**src/rtl/wb_rr_arbiter_if.sv**
```systemverilog
// rtl/wb_rr_arbiter_if.sv - Wishbone B3 signal bundle between N masters, the round-robin arbiter and one slave
// The "slave" modport is the arbiter's view: it takes the master requests and the
// slave response, and drives the muxed slave request, the master responses and grant.
// The "master" modport is the opposite side: the masters plus the shared slave.
interface wb_rr_arbiter_if #(
  parameter int NUM_MASTERS = 3,
  parameter int AW          = 32,
  parameter int DW          = 32
);
  // master side requests
  logic [NUM_MASTERS*AW-1:0]     wbm_adr_i;
  logic [NUM_MASTERS*DW-1:0]     wbm_dat_i;
  logic [NUM_MASTERS*(DW/8)-1:0] wbm_sel_i;
  logic [NUM_MASTERS-1:0]        wbm_we_i;
  logic [NUM_MASTERS-1:0]        wbm_cyc_i;
  logic [NUM_MASTERS-1:0]        wbm_stb_i;
  logic [NUM_MASTERS*3-1:0]      wbm_cti_i;
  logic [NUM_MASTERS*2-1:0]      wbm_bte_i;
  // master side responses
  logic [NUM_MASTERS*DW-1:0]     wbm_dat_o;
  logic [NUM_MASTERS-1:0]        wbm_ack_o;
  logic [NUM_MASTERS-1:0]        wbm_err_o;
  logic [NUM_MASTERS-1:0]        wbm_rty_o;
  // slave side request
  logic [AW-1:0]                 wbs_adr_o;
  logic [DW-1:0]                 wbs_dat_o;
  logic [DW/8-1:0]               wbs_sel_o;
  logic                          wbs_we_o;
  logic                          wbs_cyc_o;
  logic                          wbs_stb_o;
  logic [2:0]                    wbs_cti_o;
  logic [1:0]                    wbs_bte_o;
  // slave side response
  logic [DW-1:0]                 wbs_dat_i;
  logic                          wbs_ack_i;
  logic                          wbs_err_i;
  logic                          wbs_rty_i;
  // current one-hot grant
  logic [NUM_MASTERS-1:0]        grant_o;

  modport slave (
    input  wbm_adr_i, wbm_dat_i, wbm_sel_i, wbm_we_i, wbm_cyc_i, wbm_stb_i, wbm_cti_i, wbm_bte_i,
    output wbm_dat_o, wbm_ack_o, wbm_err_o, wbm_rty_o,
    output wbs_adr_o, wbs_dat_o, wbs_sel_o, wbs_we_o, wbs_cyc_o, wbs_stb_o, wbs_cti_o, wbs_bte_o,
    input  wbs_dat_i, wbs_ack_i, wbs_err_i, wbs_rty_i,
    output grant_o
  );

  modport master (
    output wbm_adr_i, wbm_dat_i, wbm_sel_i, wbm_we_i, wbm_cyc_i, wbm_stb_i, wbm_cti_i, wbm_bte_i,
    input  wbm_dat_o, wbm_ack_o, wbm_err_o, wbm_rty_o,
    input  wbs_adr_o, wbs_dat_o, wbs_sel_o, wbs_we_o, wbs_cyc_o, wbs_stb_o, wbs_cti_o, wbs_bte_o,
    output wbs_dat_i, wbs_ack_i, wbs_err_i, wbs_rty_i,
    input  grant_o
  );
endinterface

```
**src/rtl/wb_rr_arbiter.sv**
```systemverilog
// rtl/wb_rr_arbiter.sv - round-robin Wishbone B3 arbiter, N masters onto one slave (optional watchdog: WB_RR_ARB_TIMEOUT_EN)
// Grant is held for the whole cyc of the granted master, so bursts and locked
// read-modify-write sequences pass through unbroken. When the granted cyc drops
// the next requester (rotating from the one just served) is granted on the same
// edge, so back-to-back cycles from different masters have no dead cycle.
// With WB_RR_ARB_TIMEOUT_EN defined a 16-bit watchdog terminates a stalled access
// with an err pulse after TIMEOUT_CYCLES unanswered strobe cycles.
module wb_rr_arbiter #(
  parameter int NUM_MASTERS    = 3,
  parameter int AW             = 32,
  parameter int DW             = 32,
  parameter int TIMEOUT_CYCLES = 255
) (
  input  logic           wb_clk_i,
  input  logic           wb_rst_n_i,
  wb_rr_arbiter_if.slave bus
);

  localparam int IW = (NUM_MASTERS > 1) ? $clog2(NUM_MASTERS) : 1;
  localparam int SW = DW / 8;
  localparam logic [15:0] TO_LIMIT = 16'(TIMEOUT_CYCLES);

  typedef enum logic {
    IDLE = 1'b0,
    BUSY = 1'b1
  } state_t;

  state_t                 state_q, state_d;
  logic [NUM_MASTERS-1:0] grant_q, grant_d;
  logic [IW-1:0]          gidx_q, gidx_d;
  logic [IW-1:0]          last_q, last_d;

  logic                   busy;
  logic                   cur_cyc;
  logic                   cur_stb;
  logic                   timeout_hit;
  logic                   pick_valid;
  logic [IW-1:0]          pick_idx;
  logic [IW-1:0]          scan_base;

  assign busy = (state_q == BUSY);

  // cyc/stb of the currently granted master (zero while idle)
  always_comb begin
    cur_cyc = 1'b0;
    cur_stb = 1'b0;
    if (busy) begin
      cur_cyc = bus.wbm_cyc_i[gidx_q];
      cur_stb = bus.wbm_stb_i[gidx_q];
    end
  end

  // rotating-priority scan: first requesting master after scan_base, wrapping round
  // (while busy the base is the master being released, which becomes "last")
  always_comb begin
    int idx;
    idx        = 0;
    pick_valid = 1'b0;
    pick_idx   = '0;
    scan_base  = busy ? gidx_q : last_q;
    for (int k = 1; k <= NUM_MASTERS; k++) begin
      idx = int'(scan_base) + k;
      if (idx >= NUM_MASTERS) begin
        idx = idx - NUM_MASTERS;
      end
      if (!pick_valid && bus.wbm_cyc_i[idx]) begin
        pick_valid = 1'b1;
        pick_idx   = IW'(idx);
      end
    end
  end

  // next-state logic: grant only changes when idle or when the granted cyc has dropped
  always_comb begin
    state_d = state_q;
    grant_d = grant_q;
    gidx_d  = gidx_q;
    last_d  = last_q;
    case (state_q)
      IDLE: begin
        if (pick_valid) begin
          state_d = BUSY;
          grant_d = {{(NUM_MASTERS-1){1'b0}}, 1'b1} << pick_idx;
          gidx_d  = pick_idx;
        end
      end
      BUSY: begin
        if (!cur_cyc) begin
          last_d = gidx_q;
          if (pick_valid) begin
            grant_d = {{(NUM_MASTERS-1){1'b0}}, 1'b1} << pick_idx;
            gidx_d  = pick_idx;
          end else begin
            state_d = IDLE;
            grant_d = '0;
            gidx_d  = '0;
          end
        end
      end
      default: begin
        state_d = IDLE;
        grant_d = '0;
        gidx_d  = '0;
      end
    endcase
  end

  // arbitration state registers; last starts at the top master so master 0 wins the first tie
  always_ff @(posedge wb_clk_i or negedge wb_rst_n_i) begin
    if (!wb_rst_n_i) begin
      state_q <= IDLE;
      grant_q <= '0;
      gidx_q  <= '0;
      last_q  <= IW'(NUM_MASTERS - 1);
    end else begin
      state_q <= state_d;
      grant_q <= grant_d;
      gidx_q  <= gidx_d;
      last_q  <= last_d;
    end
  end

`ifdef WB_RR_ARB_TIMEOUT_EN
  logic [15:0] wd_q;
  logic        slave_resp;

  assign slave_resp  = bus.wbs_ack_i | bus.wbs_err_i | bus.wbs_rty_i;
  assign timeout_hit = (wd_q == TO_LIMIT);

  // watchdog: counts unanswered strobe cycles, restarts on any response, grant change or expiry
  always_ff @(posedge wb_clk_i or negedge wb_rst_n_i) begin
    if (!wb_rst_n_i) begin
      wd_q <= '0;
    end else if (timeout_hit || slave_resp || (grant_d != grant_q)) begin
      wd_q <= '0;
    end else if (cur_stb) begin
      wd_q <= wd_q + 16'd1;
    end
  end
`else
  logic unused_timeout_cfg;

  assign timeout_hit        = 1'b0;
  assign unused_timeout_cfg = ^TO_LIMIT;
`endif

  // slave request: granted master's signals, all zero while idle; a watchdog expiry drops cyc/stb for one cycle
  always_comb begin
    bus.wbs_adr_o = '0;
    bus.wbs_dat_o = '0;
    bus.wbs_sel_o = '0;
    bus.wbs_we_o  = 1'b0;
    bus.wbs_cyc_o = 1'b0;
    bus.wbs_stb_o = 1'b0;
    bus.wbs_cti_o = '0;
    bus.wbs_bte_o = '0;
    if (busy) begin
      bus.wbs_adr_o = bus.wbm_adr_i[gidx_q*AW +: AW];
      bus.wbs_dat_o = bus.wbm_dat_i[gidx_q*DW +: DW];
      bus.wbs_sel_o = bus.wbm_sel_i[gidx_q*SW +: SW];
      bus.wbs_we_o  = bus.wbm_we_i[gidx_q];
      bus.wbs_cti_o = bus.wbm_cti_i[gidx_q*3 +: 3];
      bus.wbs_bte_o = bus.wbm_bte_i[gidx_q*2 +: 2];
      bus.wbs_cyc_o = cur_cyc & ~timeout_hit;
      bus.wbs_stb_o = cur_stb & ~timeout_hit;
    end
  end

  // master responses: routed to the granted master only; read data broadcast while a grant is held
  always_comb begin
    bus.wbm_dat_o = '0;
    bus.wbm_ack_o = '0;
    bus.wbm_err_o = '0;
    bus.wbm_rty_o = '0;
    if (busy) begin
      bus.wbm_dat_o = {NUM_MASTERS{bus.wbs_dat_i}};
      if (timeout_hit) begin
        bus.wbm_err_o = grant_q;
      end else begin
        bus.wbm_ack_o = bus.wbs_ack_i ? grant_q : '0;
        bus.wbm_err_o = bus.wbs_err_i ? grant_q : '0;
        bus.wbm_rty_o = bus.wbs_rty_i ? grant_q : '0;
      end
    end
  end

  assign bus.grant_o = grant_q;

endmodule
```
**src/flat_wrapper.sv**
```systemverilog
// flat-port wrapper written by rule: the top's interface ports become plain ports
module wb_rr_arbiter_flat 
#(
  parameter int NUM_MASTERS    = 3,
  parameter int AW             = 32,
  parameter int DW             = 32,
  parameter int TIMEOUT_CYCLES = 255
)
  (wb_clk_i, wb_rst_n_i, bus_wbm_adr_i, bus_wbm_dat_i, bus_wbm_sel_i, bus_wbm_we_i, bus_wbm_cyc_i, bus_wbm_stb_i, bus_wbm_cti_i, bus_wbm_bte_i, bus_wbm_dat_o, bus_wbm_ack_o, bus_wbm_err_o, bus_wbm_rty_o, bus_wbs_adr_o, bus_wbs_dat_o, bus_wbs_sel_o, bus_wbs_we_o, bus_wbs_cyc_o, bus_wbs_stb_o, bus_wbs_cti_o, bus_wbs_bte_o, bus_wbs_dat_i, bus_wbs_ack_i, bus_wbs_err_i, bus_wbs_rty_i, bus_grant_o);
  wb_rr_arbiter_if #(.NUM_MASTERS(NUM_MASTERS), .AW(AW), .DW(DW)) bus_i ();
  input  logic wb_clk_i;
  input  logic wb_rst_n_i;
  input wire logic [$bits(bus_i.wbm_adr_i)-1:0] bus_wbm_adr_i;
  input wire logic [$bits(bus_i.wbm_dat_i)-1:0] bus_wbm_dat_i;
  input wire logic [$bits(bus_i.wbm_sel_i)-1:0] bus_wbm_sel_i;
  input wire logic [$bits(bus_i.wbm_we_i)-1:0] bus_wbm_we_i;
  input wire logic [$bits(bus_i.wbm_cyc_i)-1:0] bus_wbm_cyc_i;
  input wire logic [$bits(bus_i.wbm_stb_i)-1:0] bus_wbm_stb_i;
  input wire logic [$bits(bus_i.wbm_cti_i)-1:0] bus_wbm_cti_i;
  input wire logic [$bits(bus_i.wbm_bte_i)-1:0] bus_wbm_bte_i;
  output wire logic [$bits(bus_i.wbm_dat_o)-1:0] bus_wbm_dat_o;
  output wire logic [$bits(bus_i.wbm_ack_o)-1:0] bus_wbm_ack_o;
  output wire logic [$bits(bus_i.wbm_err_o)-1:0] bus_wbm_err_o;
  output wire logic [$bits(bus_i.wbm_rty_o)-1:0] bus_wbm_rty_o;
  output wire logic [$bits(bus_i.wbs_adr_o)-1:0] bus_wbs_adr_o;
  output wire logic [$bits(bus_i.wbs_dat_o)-1:0] bus_wbs_dat_o;
  output wire logic [$bits(bus_i.wbs_sel_o)-1:0] bus_wbs_sel_o;
  output wire logic [$bits(bus_i.wbs_we_o)-1:0] bus_wbs_we_o;
  output wire logic [$bits(bus_i.wbs_cyc_o)-1:0] bus_wbs_cyc_o;
  output wire logic [$bits(bus_i.wbs_stb_o)-1:0] bus_wbs_stb_o;
  output wire logic [$bits(bus_i.wbs_cti_o)-1:0] bus_wbs_cti_o;
  output wire logic [$bits(bus_i.wbs_bte_o)-1:0] bus_wbs_bte_o;
  input wire logic [$bits(bus_i.wbs_dat_i)-1:0] bus_wbs_dat_i;
  input wire logic [$bits(bus_i.wbs_ack_i)-1:0] bus_wbs_ack_i;
  input wire logic [$bits(bus_i.wbs_err_i)-1:0] bus_wbs_err_i;
  input wire logic [$bits(bus_i.wbs_rty_i)-1:0] bus_wbs_rty_i;
  output wire logic [$bits(bus_i.grant_o)-1:0] bus_grant_o;
  assign bus_i.wbm_adr_i = bus_wbm_adr_i;
  assign bus_i.wbm_dat_i = bus_wbm_dat_i;
  assign bus_i.wbm_sel_i = bus_wbm_sel_i;
  assign bus_i.wbm_we_i = bus_wbm_we_i;
  assign bus_i.wbm_cyc_i = bus_wbm_cyc_i;
  assign bus_i.wbm_stb_i = bus_wbm_stb_i;
  assign bus_i.wbm_cti_i = bus_wbm_cti_i;
  assign bus_i.wbm_bte_i = bus_wbm_bte_i;
  assign bus_wbm_dat_o = bus_i.wbm_dat_o;
  assign bus_wbm_ack_o = bus_i.wbm_ack_o;
  assign bus_wbm_err_o = bus_i.wbm_err_o;
  assign bus_wbm_rty_o = bus_i.wbm_rty_o;
  assign bus_wbs_adr_o = bus_i.wbs_adr_o;
  assign bus_wbs_dat_o = bus_i.wbs_dat_o;
  assign bus_wbs_sel_o = bus_i.wbs_sel_o;
  assign bus_wbs_we_o = bus_i.wbs_we_o;
  assign bus_wbs_cyc_o = bus_i.wbs_cyc_o;
  assign bus_wbs_stb_o = bus_i.wbs_stb_o;
  assign bus_wbs_cti_o = bus_i.wbs_cti_o;
  assign bus_wbs_bte_o = bus_i.wbs_bte_o;
  assign bus_i.wbs_dat_i = bus_wbs_dat_i;
  assign bus_i.wbs_ack_i = bus_wbs_ack_i;
  assign bus_i.wbs_err_i = bus_wbs_err_i;
  assign bus_i.wbs_rty_i = bus_wbs_rty_i;
  assign bus_grant_o = bus_i.grant_o;
  wb_rr_arbiter #(.NUM_MASTERS(NUM_MASTERS), .AW(AW), .DW(DW), .TIMEOUT_CYCLES(TIMEOUT_CYCLES)) u_core (.wb_clk_i(wb_clk_i), .wb_rst_n_i(wb_rst_n_i), .bus(bus_i));
endmodule
```
**config.mk**
```make
export PLATFORM = sky130hd
export DESIGN_NAME = wb_rr_arbiter_flat
export DESIGN_NICKNAME = d
export VERILOG_FILES = /design/src/rtl/wb_rr_arbiter_if.sv /design/src/rtl/wb_rr_arbiter.sv /design/src/flat_wrapper.sv
export SDC_FILE = /design/constraint.sdc
export NUM_CORES = 1
export LEC_CHECK = 0
export CORE_AREA = 2 2 174 176
export CTS_BUF_LIST = sky130_fd_sc_hd__clkbuf_4
export DETAILED_ROUTE_END_ITERATION = 8
export DIE_AREA = 0 0 176 178
export HOLD_SLACK_MARGIN = 0.03
export PLACE_DENSITY = 0.41
export SLEW_MARGIN = 15
export SYNTH_ARGS = -nofsm -noshare
export SYNTH_HDL_FRONTEND = slang
export SYNTH_SLANG_ARGS = --single-unit
```
**constraint.sdc**
```tcl
create_clock -name wb_clk_i -period 3.7 [get_ports wb_clk_i]
set_input_delay 0.555 -clock wb_clk_i [delete_from_list [all_inputs] [get_ports wb_clk_i]]
set_output_delay 0.555 -clock wb_clk_i [all_outputs]
set_load 0.05 [all_outputs]
```
==> metrics.txt <==
status finished, final reports clean; # rows 63; switching pwr between 4 and 5 mW; Power per Cell Area about 830 nW/um^2; CTS sink count 8; Hold Crit Start u_core.last_q[0]$_DFFE_PN0P_; syn_nets 770; die width between 150 and 200 um; endpoints failing setup 0; Hold/Removal Path Class register to register; Syn Area/Cell around 6.7 sq um; Initial Utilization around 11%; initial antenna violation count 3; RePlAce Congestion roughly 0.8; Total Routing Usage GR between 10% and 20%; # IOs 449; Slew HR 49.8%; Final Hold Viols 0; Bufs on Longest Clock Path 2; cell leakage power roughly 3.1 nW; clock skew 0.0101 ns; PostCTS Resize Cnt 0; clock latency on the worst-skew pair ~0.26 ns; share of layout cells above drive strength 1 approximately 11%; Critical-path top delay cell clkdlybuf4s50_1; Final Max Tran Viols 0; DP HPWL approximately 19 mm; Clk pwr share 1.2%; Fmax about 330 MHz; Overflow after GRT 0; post-route ant nets 0; first-pass GRT wire length 31.1 mm; yosys warns 0; Seq pwr share between 4 and 5%; post-layout util between 20 and 30%; register area share after synthesis 5.98%; Metal-1 WL approximately 8.6 mm; Synth async-reset ratio 100%; Via density about 3.7; # Post-CTS Setup Buffers 0; FF-to-FF Start u_core.busy$_DFF_PN0_; ys flop type dfrtp_1; initial DRC count between 100 and 150; met3 WL roughly 1.8 mm; CTS root buf clkbuf_4; Max FO, Critical Path 34; WHS 0.547 ns; Vias around 4700; fin nets roughly 1100; WS Path Type register to output port; final worst path period share ~83%; worst path bufs/invs 1; Core Area 29400 sq um; Worst Hold Endpoint u_core.last_q[0]$_DFFE_PN0P_; met2 WL about 12 mm; Port-buffer cells 448; Reg-to-Reg End u_core.bus.grant_o[0]$_DFFE_PN0P_; # H-tree levels 1; fillers between 3000 and 4000; Synth Cell Area 3370 sq um; max layer used met5; Sw Ratio 60.5%; Critical Path Start Type register; Top Family by Delay on Critical Path buffers and inverters; post-layout min period around 3.1 ns; hold path depth 1; clk slew on worst S/H paths 0.06 ns; Cell Chain, Critical Path nor2b_4, nand2_1, o21ai_0, and2_1, clkdlybuf4s50_1; CP max stage delay roughly 0.80 ns; CTS tree done; commonest cells after routing, fill and taps aside clkdlybuf4s50_1 (379), and2_1 (107), nand2_1 (85); Gate power share 94.2%; Synth Register Bits 8; drt first pass iters 4; total power 6.80 mW; Syn Inst Count a little over 500; Synth cell types 36; die height around 180 um; worst-margin pin slew approximately 0.75 ns; drt total wl about 22 mm; vias in the first global route roughly 4700; growth of design area from synthesis to finish 142%; WP data arrival approximately 2.5 ns; max cap viols 0; cts bufs inserted 3; CP Capture Type output port; Post-synth EDFFs 0; internal reg-to-reg setup slack 0.95 ns; worst-case reg-to-reg path depth 8; hold_buf cts 0; Peak VDD IR about 0.00032 V; commonest non-fill, non-tap cell in the layout clkdlybuf4s50_1; required time of the critical path roughly 3.1 ns; unrepaired setup endpoints after global routing no; largest net degree at the start of global routing 66; Pint around 2.7 mW; Avg WL per Cell 17.9 um; setup TNS 0 ns; DRC viols 0; die area 31300 sq um
-- cells in the mapped netlist, drive strengths merged, types with 4 or more instances --
| library cell | count | area share (%) |
|---|---|---|
| nor2b | 4 | 0.74 |
| and2 | 107 | 20 |
| and3 | 9 | 1.7 |
| inv | 4 | 0.45 |
| buf | 83 | 18 |
| clkbuf | 21 | 2.4 |
| nand2 | 85 | 9.5 |
| o21ai | 78 | 12 |
| dfrtp | 7 | 5.2 |
| mux2i | 81 | 24 |
-- worst register-to-register path, delay by kind of cell (launching register included) --
| family | cells | cell delay [ns] |
|---|---|---|
| muxes | 1 | 0.42 |
| and+or+nand+nor | 1 | 0.14 |
| AOI/OAI and AO/OA | 4 | 0.88 |
| adders and majority gates | 1 | 0.28 |
| buffers and inverters | 1 | 0.11 |
| DFF | 1 | 0.83 |
-- worst max path at each step --
stage / depth (start not counted) / slack (ns) / to / startpoint
finish: 5 / 0.64 / bus_wbs_adr_o[0] / u_core.gidx_q[1]$_DFFE_PN0P_
global route: 5 / 0.48 / bus_wbs_cti_o[2] / u_core.gidx_q[1]$_DFFE_PN0P_
CTS: 5 / 0.58 / bus_wbs_adr_o[0] / u_core.gidx_q[1]$_DFFE_PN0P_
detailed placement: 3 / 0.88 / bus_wbm_dat_o[12] / bus_wbs_dat_i[12]
global placement: 3 / 0.88 / bus_wbm_dat_o[12] / bus_wbs_dat_i[12]
floorplan: 7 / 1.54 / bus_wbs_cti_o[0] / u_core.gidx_q[1]$_DFFE_PN0P_
-- power by group through the flow --
| stage | Combinational (mW) | Clock, mW | Sequential (mW) |
|---|---|---|---|
| final | 6.41 | 0.0831 | 0.309 |
| after global routing | 6.72 | 0.0907 | 0.336 |
| after CTS | 6.51 | 0.0853 | 0.323 |
| after detailed placement | 6.50 | 0 | 0.322 |
| after global placement | 6.52 | 0 | 0.326 |
| after floorplan | 4.09 | 0 | 0.193 |
-- stage by stage --
step                instance area [sq um]  worst slack (ns)  instances
global route                         8160             0.479       1251
detailed placement                   8130             0.876       1246
floorplan                            3370              1.54        503
finish                               8160             0.639       1251
global placement                     8130             0.876       1246
CTS                                  8160             0.578       1250
-- layout make-up --
class                      count  area, sq um  share of cell area (%)
multi-input combinational    387         2480                    30.5
clock buffer                   4         30.0                   0.368
sequential                     8          210                    2.58
inverter                       4         15.0                   0.184
antenna                        1         2.50                  0.0307
tap                          390          488                    5.98
timing repair buffer         457         4930                    60.4
-- sequential cells by signal, summed over array words and instances, names as in the netlist --
signal and cells:
u_core.bus.grant_o 3, u_core.gidx_q 2, u_core.last_q 2, u_core.busy 1
-- cell families after synthesis --
kind of cell | share of synthesized area, %
AND/OR/NAND/NOR | 32.7
buffers and inverters | 20.5
AO/OA/AOI/OAI | 15.3
multiplexers | 24.7
flip-flops | 5.98
adder cells (fa/ha/maj) | 0.743
-- per-layer routing --
layer	up-vias	GRT usage [%]
met5	-	0
met4	2	0.275
met3	4	3.47
met2	247	25.7
met1	2079	15.2
li1	2325	-
(Power assumes the default switching activity.)
